## config.mk

```make
export PLATFORM = sky130hd
export DESIGN_NAME = regfile_wb_arbiter
export DESIGN_NICKNAME = d
export VERILOG_FILES = /design/src/rtl/regfile_wb_arbiter.sv
export SDC_FILE = /design/constraint.sdc
export NUM_CORES = 1
export LEC_CHECK = 0
export ABC_AREA = 0
export BUFFER_PORTS_ARGS = -buffer_cell sky130_fd_sc_hd__buf_2
export CORE_AREA = 4 4 115 117
export DETAILED_ROUTE_END_ITERATION = 7
export DIE_AREA = 0 0 119 121
export GPL_TIMING_DRIVEN = 0
export MAX_ROUTING_LAYER = met4
export PLACE_DENSITY = 0.74
export SETUP_SLACK_MARGIN = 0.05
export SLEW_MARGIN = 30
export SYNTH_ARGS = -nofsm -noshare
export SYNTH_HDL_FRONTEND = slang
export SYNTH_SLANG_ARGS = --single-unit
```

## constraint.sdc

```tcl
create_clock -name clk -period 6.14 [get_ports clk]
set_input_delay 0.921 -clock clk [delete_from_list [all_inputs] [get_ports clk]]
set_output_delay 0.921 -clock clk [all_outputs]
set_load 0.05 [all_outputs]
```

## src/rtl/regfile_wb_arbiter.sv

```systemverilog
// Round-robin writeback arbiter for the single regfile write port.
// Optional WB_BYPASS_EN forwards the registered write to decode operands.
module regfile_wb_arbiter #(
    parameter int NREQ = 3,
    parameter int XLEN = 32
) (
    input  logic                 clk,
    input  logic                 rst,
    input  logic [NREQ-1:0]      wb_valid,
    input  logic [5*NREQ-1:0]    wb_rd,
    input  logic [XLEN*NREQ-1:0] wb_data,
    output logic [NREQ-1:0]      wb_ready,
    input  logic                 issue_valid,
    input  logic [4:0]           issue_rd,
    output logic                 issue_ready,
    input  logic                 flush,
    input  logic [4:0]           rs1,
    input  logic [4:0]           rs2,
    input  logic                 rs1_used,
    input  logic                 rs2_used,
    input  logic [XLEN-1:0]      rf_read_data1,
    input  logic [XLEN-1:0]      rf_read_data2,
    output logic [XLEN-1:0]      fwd_data1,
    output logic [XLEN-1:0]      fwd_data2,
    output logic                 hazard,
    output logic [4:0]           wright_reg,
    output logic [XLEN-1:0]      wright_data,
    output logic                 wright_en
);

    logic [1:0]      last_q, last_d;
    logic [2:0]      gnt;
    logic [1:0]      gsel;
    logic            xfer;
    logic [4:0]      sel_rd;
    logic [XLEN-1:0] sel_data;
    logic            wen_q, wen_d;
    logic [4:0]      wreg_q, wreg_d;
    logic [XLEN-1:0] wdata_q, wdata_d;
    logic [31:0]     busy_q, busy_d;
    logic            hit1, hit2, inflight;

    // Search starts just after the last granted requester and wraps.
    always_comb begin
        gnt = 3'b000;
        unique case (last_q)
            2'd0: begin
                if (wb_valid[1])      gnt = 3'b010;
                else if (wb_valid[2]) gnt = 3'b100;
                else if (wb_valid[0]) gnt = 3'b001;
            end
            2'd1: begin
                if (wb_valid[2])      gnt = 3'b100;
                else if (wb_valid[0]) gnt = 3'b001;
                else if (wb_valid[1]) gnt = 3'b010;
            end
            default: begin
                if (wb_valid[0])      gnt = 3'b001;
                else if (wb_valid[1]) gnt = 3'b010;
                else if (wb_valid[2]) gnt = 3'b100;
            end
        endcase
    end

    assign wb_ready = gnt;
    assign xfer     = |gnt;

    always_comb begin
        gsel     = 2'd0;
        sel_rd   = wb_rd[4:0];
        sel_data = wb_data[XLEN-1:0];
        unique case (1'b1)
            gnt[1]: begin
                gsel     = 2'd1;
                sel_rd   = wb_rd[9:5];
                sel_data = wb_data[2*XLEN-1:XLEN];
            end
            gnt[2]: begin
                gsel     = 2'd2;
                sel_rd   = wb_rd[14:10];
                sel_data = wb_data[3*XLEN-1:2*XLEN];
            end
            default: ;
        endcase
    end

    assign last_d  = xfer ? gsel : last_q;
    assign wen_d   = xfer && (sel_rd != 5'd0);
    assign wreg_d  = xfer ? sel_rd : wreg_q;
    assign wdata_d = xfer ? sel_data : wdata_q;

    assign issue_ready = !busy_q[issue_rd];

    // A same-edge issue outranks the writeback clear; flush outranks both.
    always_comb begin
        busy_d = busy_q;
        if (xfer) busy_d[sel_rd] = 1'b0;
        if (flush) begin
            busy_d = '0;
        end else if (issue_valid && issue_ready && issue_rd != 5'd0) begin
            busy_d[issue_rd] = 1'b1;
        end
        busy_d[0] = 1'b0;
    end

    always_ff @(posedge clk) begin
        if (rst) begin
            last_q  <= 2'd2;
            wen_q   <= 1'b0;
            wreg_q  <= '0;
            wdata_q <= '0;
            busy_q  <= '0;
        end else begin
            last_q  <= last_d;
            wen_q   <= wen_d;
            wreg_q  <= wreg_d;
            wdata_q <= wdata_d;
            busy_q  <= busy_d;
        end
    end

    assign wright_en   = wen_q;
    assign wright_reg  = wreg_q;
    assign wright_data = wdata_q;

    assign hit1 = wen_q && (wreg_q == rs1) && (rs1 != 5'd0);
    assign hit2 = wen_q && (wreg_q == rs2) && (rs2 != 5'd0);

`ifdef WB_BYPASS_EN
    assign fwd_data1 = hit1 ? wdata_q : rf_read_data1;
    assign fwd_data2 = hit2 ? wdata_q : rf_read_data2;
    assign inflight  = 1'b0;
`else
    // Regfile commits one edge after wright_en, so stall that extra cycle.
    assign fwd_data1 = rf_read_data1;
    assign fwd_data2 = rf_read_data2;
    assign inflight  = (rs1_used && hit1) || (rs2_used && hit2);
`endif

    assign hazard = (rs1_used && busy_q[rs1])
                 || (rs2_used && busy_q[rs2])
                 || inflight;

endmodule

```

==> reports/results.ini, run 1 <==
[run_status]
outcome = finished, final reports clean

[logic_synthesis]
synth_flop_cell = sky130_fd_sc_hd__dfxtp_1
synth.top_cells.by_area = sky130_fd_sc_hd__dfxtp_1 30%, sky130_fd_sc_hd__buf_4 10%, sky130_fd_sc_hd__a311oi_1 6.1%
synth_xor_xnor_area_share_pct = 1.48
synth_fp_nets = 754
ys.warnings.count = 0
synthSimpleGateAreaFrac_pct = 16.6
yosys.area.top_type = sky130_fd_sc_hd__dfxtp_1
synth.cell_area_sq_um = 4730
synth_top_family_by_area = compound AO/OA/AOI/OAI gates
ys_types = 60
synth_top_area_share_pct = 30.1
synth.area.mux_share_pct = 10.4
ys_seq_area_share_pct = 30.1
asyncSetResetFlopFracSynth_pct = 0
synth_edf_count = 0
synth-compound-area-share_pct = 26.7
post_synth_fa_ha_maj_area_fraction_pct = 0
syn_area_per_cell_sq_um = 8.52
synth_cells = 555
postSynthRegisterBits = 71

[drt]
wl_per_cell_um = 18.0
routed-via-count = 5360
firstDrtPassIters = 7
initial_detailed_routing_violation_count = 519
drt-total-wl_mm = 17.6
antenna_violating_nets_post_route = 0
remaining_drc_errors = 0
detail_route.vias_per_cell = 5.47

[floorplan]
core_area_sq_um = 12400
die_area_sq_um = 14400
num_io_pins = 306
floorplan.initialDensity_pct = 38.3
die_y_um = 121
fp-row-count = 41
die-width_um = 119

[cells_and_area]
layout.cell_area.non_filler_sq_um = 6420
fillers = 1213
nNetsFinal = 1000
syn_to_final_growth_pct = 35.7
drive_gt1_share_pct = 43.7
largest_register_ff_count = 32
final_cell_mix = 242 x sky130_fd_sc_hd__buf_2, 71 x sky130_fd_sc_hd__dfxtp_1, 64 x sky130_fd_sc_hd__buf_4, 52 x sky130_fd_sc_hd__nand2_1, 46 x sky130_fd_sc_hd__nor2_1
final_common_cell = sky130_fd_sc_hd__buf_2
layout.cells.non_filler = 980
final_util_pct = 51.9

[critical_path]
setup.reg_to_reg.worst_slack_ns = 3.74
cell_count_of_the_worst_reg_to_reg_path = 7
worstPathRequired_ns = 5.22
critical_path.max_fanout = 10
worstPathArrival_ns = 3.11
worstReg2RegEnd = busy_q[23]$_SDFF_PP0_
kind_of_launch_point_of_the_worst_setup_path = input port
criticalPathCategory = input port to primary output
crit-reg2reg-launch = last_q[1]$_SDFFE_PP1N_
timing.critical_path.to_type = primary output

[clock_tree]
clock_sink_count = 71
cts_buffer_depth = 2
worstSkewPairLatency_ns = 0.33
cts_htree_levels = 3
hold_fix_buffers_cts = 0
post_cts_setup_bufs = 0
tritoncts = yes
cts_made_buffers = 9
clock-root-buffer = sky130_fd_sc_hd__clkbuf_16
clkSlewWorstSetupHoldPaths_ns = 0.05
cts_repair_resize_count = 0

[flow_run]
drv_cap = 0

[placed_design]
place_inst = 962
dp.final_hpwl_mm = 14.3
dpl_cell_area_sq_um = 6120
dp_worst_setup_slack_ns = 2.15
place.gp.congestion = 1.00
buffer_ports.inserted = 235

[power_and_ir_drop]
power.density_nw_per_um2 = 236
max-vdd-ir-drop_mv = 0.123
total_power_mw = 1.52
leakage_nw = 2.92

[min_path]
hold_depth = 2
hold_path.startpoint = wright_data[4]$_SDFFE_PP0N_
timing.hold.worst.class = register to register
worst_hold_path.endpoint = wright_data[4]$_SDFFE_PP0N_

[global_routing]
met3_track_demand_over_resource_in_global_routing_pct = 4.99
grtUsageMet1_pct = 30.6
global_route.peak_usage_layer = met2
global_route.usage.total_pct = 23.7
grt_overflow = 0
grt_antenna_before_repair = 1
first_global_vias = 4956
gr_met2_demand_resource_pct = 38.6
grt_start_max_net_pins = 12
grt_first_pass_wirelength_mm = 26.4

[sta]
timing.max_slew.rel_slack_pct = 41.7
finalHoldWorstSlack_ns = 0.492
fmax_ghz = 0.248
final.period_utilization_pct = 65.7
timing.final.hold_violations = 0
period_needed_ns = 4.04
setup_viol_count_final = 0
timing_max_transition_violations_final = 0
final_critical_path_setup_slack_ns = 2.10
rsz0062_at_grt = false
finalSetupTns_ns = 0
skew_final_ns = 0.00695
tightestPinTransition_ns = 0.866

## cells in the mapped netlist, types with 5 or more instances
cell type	instances
sky130_fd_sc_hd__a211oi_1	5
sky130_fd_sc_hd__a21oi_1	6
sky130_fd_sc_hd__a22oi_1	32
sky130_fd_sc_hd__a311oi_1	33
sky130_fd_sc_hd__buf_1	7
sky130_fd_sc_hd__buf_2	7
sky130_fd_sc_hd__buf_4	64
sky130_fd_sc_hd__clkbuf_1	28
sky130_fd_sc_hd__dfxtp_1	71
sky130_fd_sc_hd__inv_1	7
sky130_fd_sc_hd__mux2_2	9
sky130_fd_sc_hd__mux2i_1	11
sky130_fd_sc_hd__mux4_2	12
sky130_fd_sc_hd__nand2_1	52
sky130_fd_sc_hd__nand3_1	10
sky130_fd_sc_hd__nor2_1	46
sky130_fd_sc_hd__nor2b_1	8
sky130_fd_sc_hd__nor3_1	7
sky130_fd_sc_hd__nor4_1	6
sky130_fd_sc_hd__o211ai_1	19
sky130_fd_sc_hd__o21ai_0	21
sky130_fd_sc_hd__o21ai_1	9
sky130_fd_sc_hd__o311ai_0	10
sky130_fd_sc_hd__or3_1	5
sky130_fd_sc_hd__xor2_1	6
## final cells by class
cell class | instances | area, sq um | area share, %
buffer | 108 | 669 | 10.4
clock buffer | 12 | 246 | 3.84
timing repair buffer | 235 | 1180 | 18.3
clock inverter | 4 | 45.0 | 0.702
multi-input combinational | 369 | 2610 | 40.7
sequential | 71 | 1420 | 22.1
tap | 172 | 215 | 3.35
antenna | 2 | 5.00 | 0.0780
inverter | 7 | 26.3 | 0.409
## critical path: stages
cell and delay (ns):
sky130_fd_sc_hd__buf_2 0.16, sky130_fd_sc_hd__clkbuf_1 0.44, sky130_fd_sc_hd__mux4_2 0.56, sky130_fd_sc_hd__mux2i_1 0.17, sky130_fd_sc_hd__nand2_1 0.07, sky130_fd_sc_hd__o211ai_1 0.09, sky130_fd_sc_hd__o311ai_0 0.17, sky130_fd_sc_hd__a221o_1 0.32
sky130_fd_sc_hd__buf_2 0.21
## cells by family (layout without fill, tap and decap cells)
kind of cell              Yosys count  count (layout)
and+or+nand+nor                   160             160
other                               0               2
AOI/OAI and AO/OA                 168             168
buffers and inverters             115             366
xor gates and xnor gates            8               8
DFF                                71              71
muxes                              33              33
## report_power, final
part           internal, mW  total [mW]  switching [mW]  leakage, nW
Sequential            0.488       0.506          0.0185        0.583
Clock                 0.323       0.514           0.190        0.146
Combinational         0.154       0.497           0.343         2.19
## per-layer routing
layer	wire length, um	vias up
met3	1710	26
met5	0	-
met4	251	0
li1	-	2540
met1	6880	2487
met2	8770	307
## how the worst max path moves through the flow
stage                        end  slack (ns)  startpoint
after floorplan           hazard        2.48      rs2[1]
after global placement    hazard        2.16      rs1[0]
after detailed placement  hazard        2.15      rs1[0]
after CTS                 hazard        2.15      rs1[0]
after global routing      hazard        1.98      rs1[0]
final                     hazard        2.10      rs1[0]
No activity file was read; power rests on OpenSTA's default activity.
==> run 2: changes to the inputs <==
--- a/config.mk
+++ b/config.mk
@@ -5,14 +5,15 @@
 export SDC_FILE = /design/constraint.sdc
 export NUM_CORES = 1
 export LEC_CHECK = 0
-export ABC_AREA = 0
+export ABC_AREA = 1
 export BUFFER_PORTS_ARGS = -buffer_cell sky130_fd_sc_hd__buf_2
-export CORE_AREA = 4 4 115 117
+export CORE_ASPECT_RATIO = 1.2
+export CORE_MARGIN = 4
+export CORE_UTILIZATION = 41
 export DETAILED_ROUTE_END_ITERATION = 7
-export DIE_AREA = 0 0 119 121
 export GPL_TIMING_DRIVEN = 0
 export MAX_ROUTING_LAYER = met4
-export PLACE_DENSITY = 0.74
+export PLACE_DENSITY = 0.79
 export SETUP_SLACK_MARGIN = 0.05
 export SLEW_MARGIN = 30
 export SYNTH_ARGS = -nofsm -noshare
==> constraint.sdc (replaced) <==
create_clock -name clk -period 3.4 [get_ports clk]
set_input_delay 0.51 -clock clk [delete_from_list [all_inputs] [get_ports clk]]
set_output_delay 0.51 -clock clk [all_outputs]
set_load 0.05 [all_outputs]
==> run 2 against run 1 <==
Against the previous run:
- setup slack got worse by 1.5 ns
- combinational power grew 140%
- register-to-register slack got worse by 2.4 ns
- global-route usage increased by 3.2 points
- final cell count rose by 30%
- critical endpoint unchanged
- largest power group is now combinational cells
==> reports/results.ini, run 2 <==
[global_routing]
grt_overflow = 0  ; unchanged
grt_first_pass_wirelength_mm = 31.0  ; was 26.4 mm
global_route.usage.total_pct = 26.9  ; was 23.7%
first_global_vias = 5945  ; was 4956
grt_start_max_net_pins = 14  ; was 12
grt_antenna_before_repair = 0  ; was 1

[drt]
drt-total-wl_mm = 20.2  ; was 17.6 mm
firstDrtPassIters = 5  ; was 7
detail_route.vias_per_cell = 5.06  ; was 5.47
wl_per_cell_um = 15.8  ; was 18.0 um
initial_detailed_routing_violation_count = 362  ; was 519
remaining_drc_errors = 0  ; unchanged
antenna_violating_nets_post_route = 0  ; unchanged
routed-via-count = 6469  ; was 5360

[placed_design]
place.gp.congestion = 1.01  ; was 1.00
dp.final_hpwl_mm = 16.3  ; was 14.3 mm
buffer_ports.inserted = 240  ; was 235
place_inst = 1262  ; was 962

[clock_tree]
cts_htree_levels = 3  ; unchanged
cts_made_buffers = 9  ; unchanged
worstSkewPairLatency_ns = 0.34  ; was 0.33 ns
tritoncts = yes  ; unchanged
hold_fix_buffers_cts = 0  ; unchanged
cts_buffer_depth = 2  ; unchanged
clock-root-buffer = sky130_fd_sc_hd__clkbuf_16  ; unchanged
cts_repair_resize_count = 0  ; unchanged
post_cts_setup_bufs = 0  ; unchanged
clkSlewWorstSetupHoldPaths_ns = 0.06  ; was 0.05 ns
clock_sink_count = 71  ; unchanged

[critical_path]
timing.critical_path.to_type = primary output  ; unchanged
cp_top_family = buffers and inverters  ; unchanged
cell_count_of_the_worst_reg_to_reg_path = 12  ; was 7
cpMaxStageDelayCell = sky130_fd_sc_hd__clkbuf_1  ; was sky130_fd_sc_hd__mux4_2
criticalPathCategory = input port to primary output  ; unchanged
critical_path.max_fanout = 10  ; unchanged
worst-path-buf-inv = 4  ; was 3
kind_of_launch_point_of_the_worst_setup_path = input port  ; unchanged
worstPathRequired_ns = 2.89  ; was 5.22 ns
worstPathArrival_ns = 2.26  ; was 3.11 ns
critical-path-top-cell-by-count = sky130_fd_sc_hd__o21ai_0  ; was sky130_fd_sc_hd__buf_2
cp_slowest_stage_delay_ns = 0.41  ; was 0.56 ns
setup.reg_to_reg.worst_slack_ns = 1.33  ; was 3.74 ns
critical_path_cell_by_cell = buf_2 -> inv_1 -> clkbuf_1 -> o21ai_0 -> o22ai_1 -> o21ai_0 -> o21ai_0 -> nand3_1 -> nand3b_1 -> buf_2  ; was buf_2 -> clkbuf_1 -> mux4_2 -> mux2i_1 -> nand2_1 -> o211ai_1 -> o311ai_0 -> a221o_1 -> buf_2
crit_cells = 10  ; was 9

[sta]
final.period_utilization_pct = 81.5
timing.final.hold_violations = 0  ; unchanged
timing.max_slew.rel_slack_pct = 34.0  ; was 41.7%
skew_final_ns = 0.00584  ; was 0.00695 ns
period_needed_ns = 2.77
finalSetupTns_ns = 0  ; unchanged
fmax_ghz = 0.361
timing_max_transition_violations_final = 0  ; unchanged
setup_viol_count_final = 0  ; unchanged
rsz0062_at_grt = false  ; unchanged
tightestPinTransition_ns = 0.982  ; was 0.866 ns

[logic_synthesis]
ys_seq_area_share_pct = 26.9  ; was 30.1%
ys_types = 34  ; was 60
ys.warnings.count = 0  ; unchanged
synth.cell_area_sq_um = 5290  ; was 4730 sq um
synth_top_area_share_pct = 26.9  ; was 30.1%
synth_xor_xnor_area_share_pct = 0.331  ; was 1.48%
synth_cells = 858  ; was 555
synth_top_family_by_area = simple AND/OR/NAND/NOR gates  ; was compound AO/OA/AOI/OAI gates
asyncSetResetFlopFracSynth_pct = 0  ; unchanged
synth.area.mux_share_pct = 0  ; was 10.4%
post_synth_fa_ha_maj_area_fraction_pct = 0  ; unchanged
postSynthRegisterBits = 71  ; unchanged
synth.top_cells.by_area = sky130_fd_sc_hd__dfxtp_1 27%, sky130_fd_sc_hd__nand2_1 23%, sky130_fd_sc_hd__buf_4 9.2%  ; was sky130_fd_sc_hd__dfxtp_1 30%, sky130_fd_sc_hd__buf_4 10%, sky130_fd_sc_hd__a311oi_1 6.1%
syn_area_per_cell_sq_um = 6.16  ; was 8.52 sq um
synth_top_cells_by_count = 324 x sky130_fd_sc_hd__nand2_1, 71 x sky130_fd_sc_hd__dfxtp_1, 65 x sky130_fd_sc_hd__buf_4  ; was 71 x sky130_fd_sc_hd__dfxtp_1, 64 x sky130_fd_sc_hd__buf_4, 52 x sky130_fd_sc_hd__nand2_1
synth-compound-area-share_pct = 20.4  ; was 26.7%
synth_flop_cell = sky130_fd_sc_hd__dfxtp_1  ; unchanged
synthSimpleGateAreaFrac_pct = 34.8  ; was 16.6%
yosys.area.top_type = sky130_fd_sc_hd__dfxtp_1  ; unchanged
synth_fp_nets = 1057  ; was 754
synth_most_common_cell = sky130_fd_sc_hd__nand2_1  ; was sky130_fd_sc_hd__dfxtp_1
synth_edf_count = 0  ; unchanged

[cells_and_area]
largest_register_ff_count = 32  ; unchanged
drive_gt1_share_pct = 35.2  ; was 43.7%
layout.cells.non_filler = 1278  ; was 980
final_common_cell = sky130_fd_sc_hd__nand2_1  ; was sky130_fd_sc_hd__buf_2
antenna_cells = 0  ; was 2
final_cell_mix = 324 x sky130_fd_sc_hd__nand2_1, 249 x sky130_fd_sc_hd__buf_2, 71 x sky130_fd_sc_hd__dfxtp_1, 65 x sky130_fd_sc_hd__buf_4, 61 x sky130_fd_sc_hd__inv_1  ; was 242 x sky130_fd_sc_hd__buf_2, 71 x sky130_fd_sc_hd__dfxtp_1, 64 x sky130_fd_sc_hd__buf_4, 52 x sky130_fd_sc_hd__nand2_1, 46 x sky130_fd_sc_hd__nor2_1
nNetsFinal = 1308  ; was 1000
syn_to_final_growth_pct = 32.2  ; was 35.7%

[floorplan]
core_area_sq_um = 12700  ; was 12400 sq um
floorplan.initialDensity_pct = 41.7  ; was 38.3%
die_y_um = 132  ; was 121 um
fp-row-count = 45  ; was 41
die_area_sq_um = 14800  ; was 14400 sq um
die-width_um = 112  ; was 119 um
num_io_pins = 306  ; unchanged

[power_and_ir_drop]
max-vdd-ir-drop_mv = 0.209  ; was 0.123 mV
leakage_nw = 3.53  ; was 2.92 nW
power.density_nw_per_um2 = 442  ; was 236 nW/um^2

[run_status]
outcome = finished, final reports clean  ; unchanged

[min_path]
hold_depth = 3  ; was 2
timing.hold.worst.class = input port to register  ; was register to register

[flow_run]
drv_cap = 0  ; unchanged

==> run 2: layer usage <==
layer	wire length, um	track usage [%]
met2	9800	44.6
met4	718	10.6
met1	7500	32.0
met5	0	-
met3	2150	5.14
==> run 2: where the power goes <==
group / switching (mW) / leakage, nW / total, mW / internal (mW)
clock: 0.391 / 0.142 / 0.960 / 0.569
combinational: 0.855 / 2.81 / 1.18 / 0.329
sequential: 0.0428 / 0.583 / 0.945 / 0.902
==> run 2: cells by family (layout without fill, tap and decap cells) <==
family / count (synthesis) / count (layout)
flip-flops: 71 / 71
buffers and inverters: 169 / 425
AND/OR/NAND/NOR: 431 / 431
AO/OA/AOI/OAI: 185 / 185
XOR/XNOR: 2 / 2
==> run 2: worst min-delay path, cell delays in order <==
cell	delay (ns)
sky130_fd_sc_hd__buf_2	0.10
sky130_fd_sc_hd__nand2_1	0.05
sky130_fd_sc_hd__a31oi_1	0.07
==> run 2: per-stage QoR <==
stage | hold WS, ns | area (sq um) | worst slack [ns] | power [mW] | utilization, %
finish | 0.434 | 6990 | 0.630 | 3.09 | 55.2
global route | 0.434 | 6990 | 0.492 | 3.22 | 55.2
CTS | 0.428 | 6990 | 0.707 | 3.10 | 55.2
detailed placement | 0.479 | 6690 | 0.708 | 2.14 | 52.8
global placement | 0.471 | 6690 | 0.713 | 2.13 | 52.8
floorplan | 0.457 | 5290 | 1.16 | 1.80 | -
==> run 2: path summary, 6_finish.rpt <==
path                          startpoint                            to
setup / recovery                  rs2[0]                        hazard
hold / removal               wb_data[12]  wright_data[12]$_SDFFE_PP0N_
setup reg to reg  last_q[0]$_SDFFE_PP0N_          busy_q[4]$_SDFF_PP0_
hold reg to reg   last_q[0]$_SDFFE_PP0N_        last_q[0]$_SDFFE_PP0N_
==> run 2: final cells by class <==
class	instances	area, sq um
clock buffer	9	225
timing repair buffer	240	1200
buffer	101	672
fill	1375	5680
inverter	68	258
sequential	71	1420
clock inverter	7	72.6
multi-input combinational	618	2930
tap	164	205
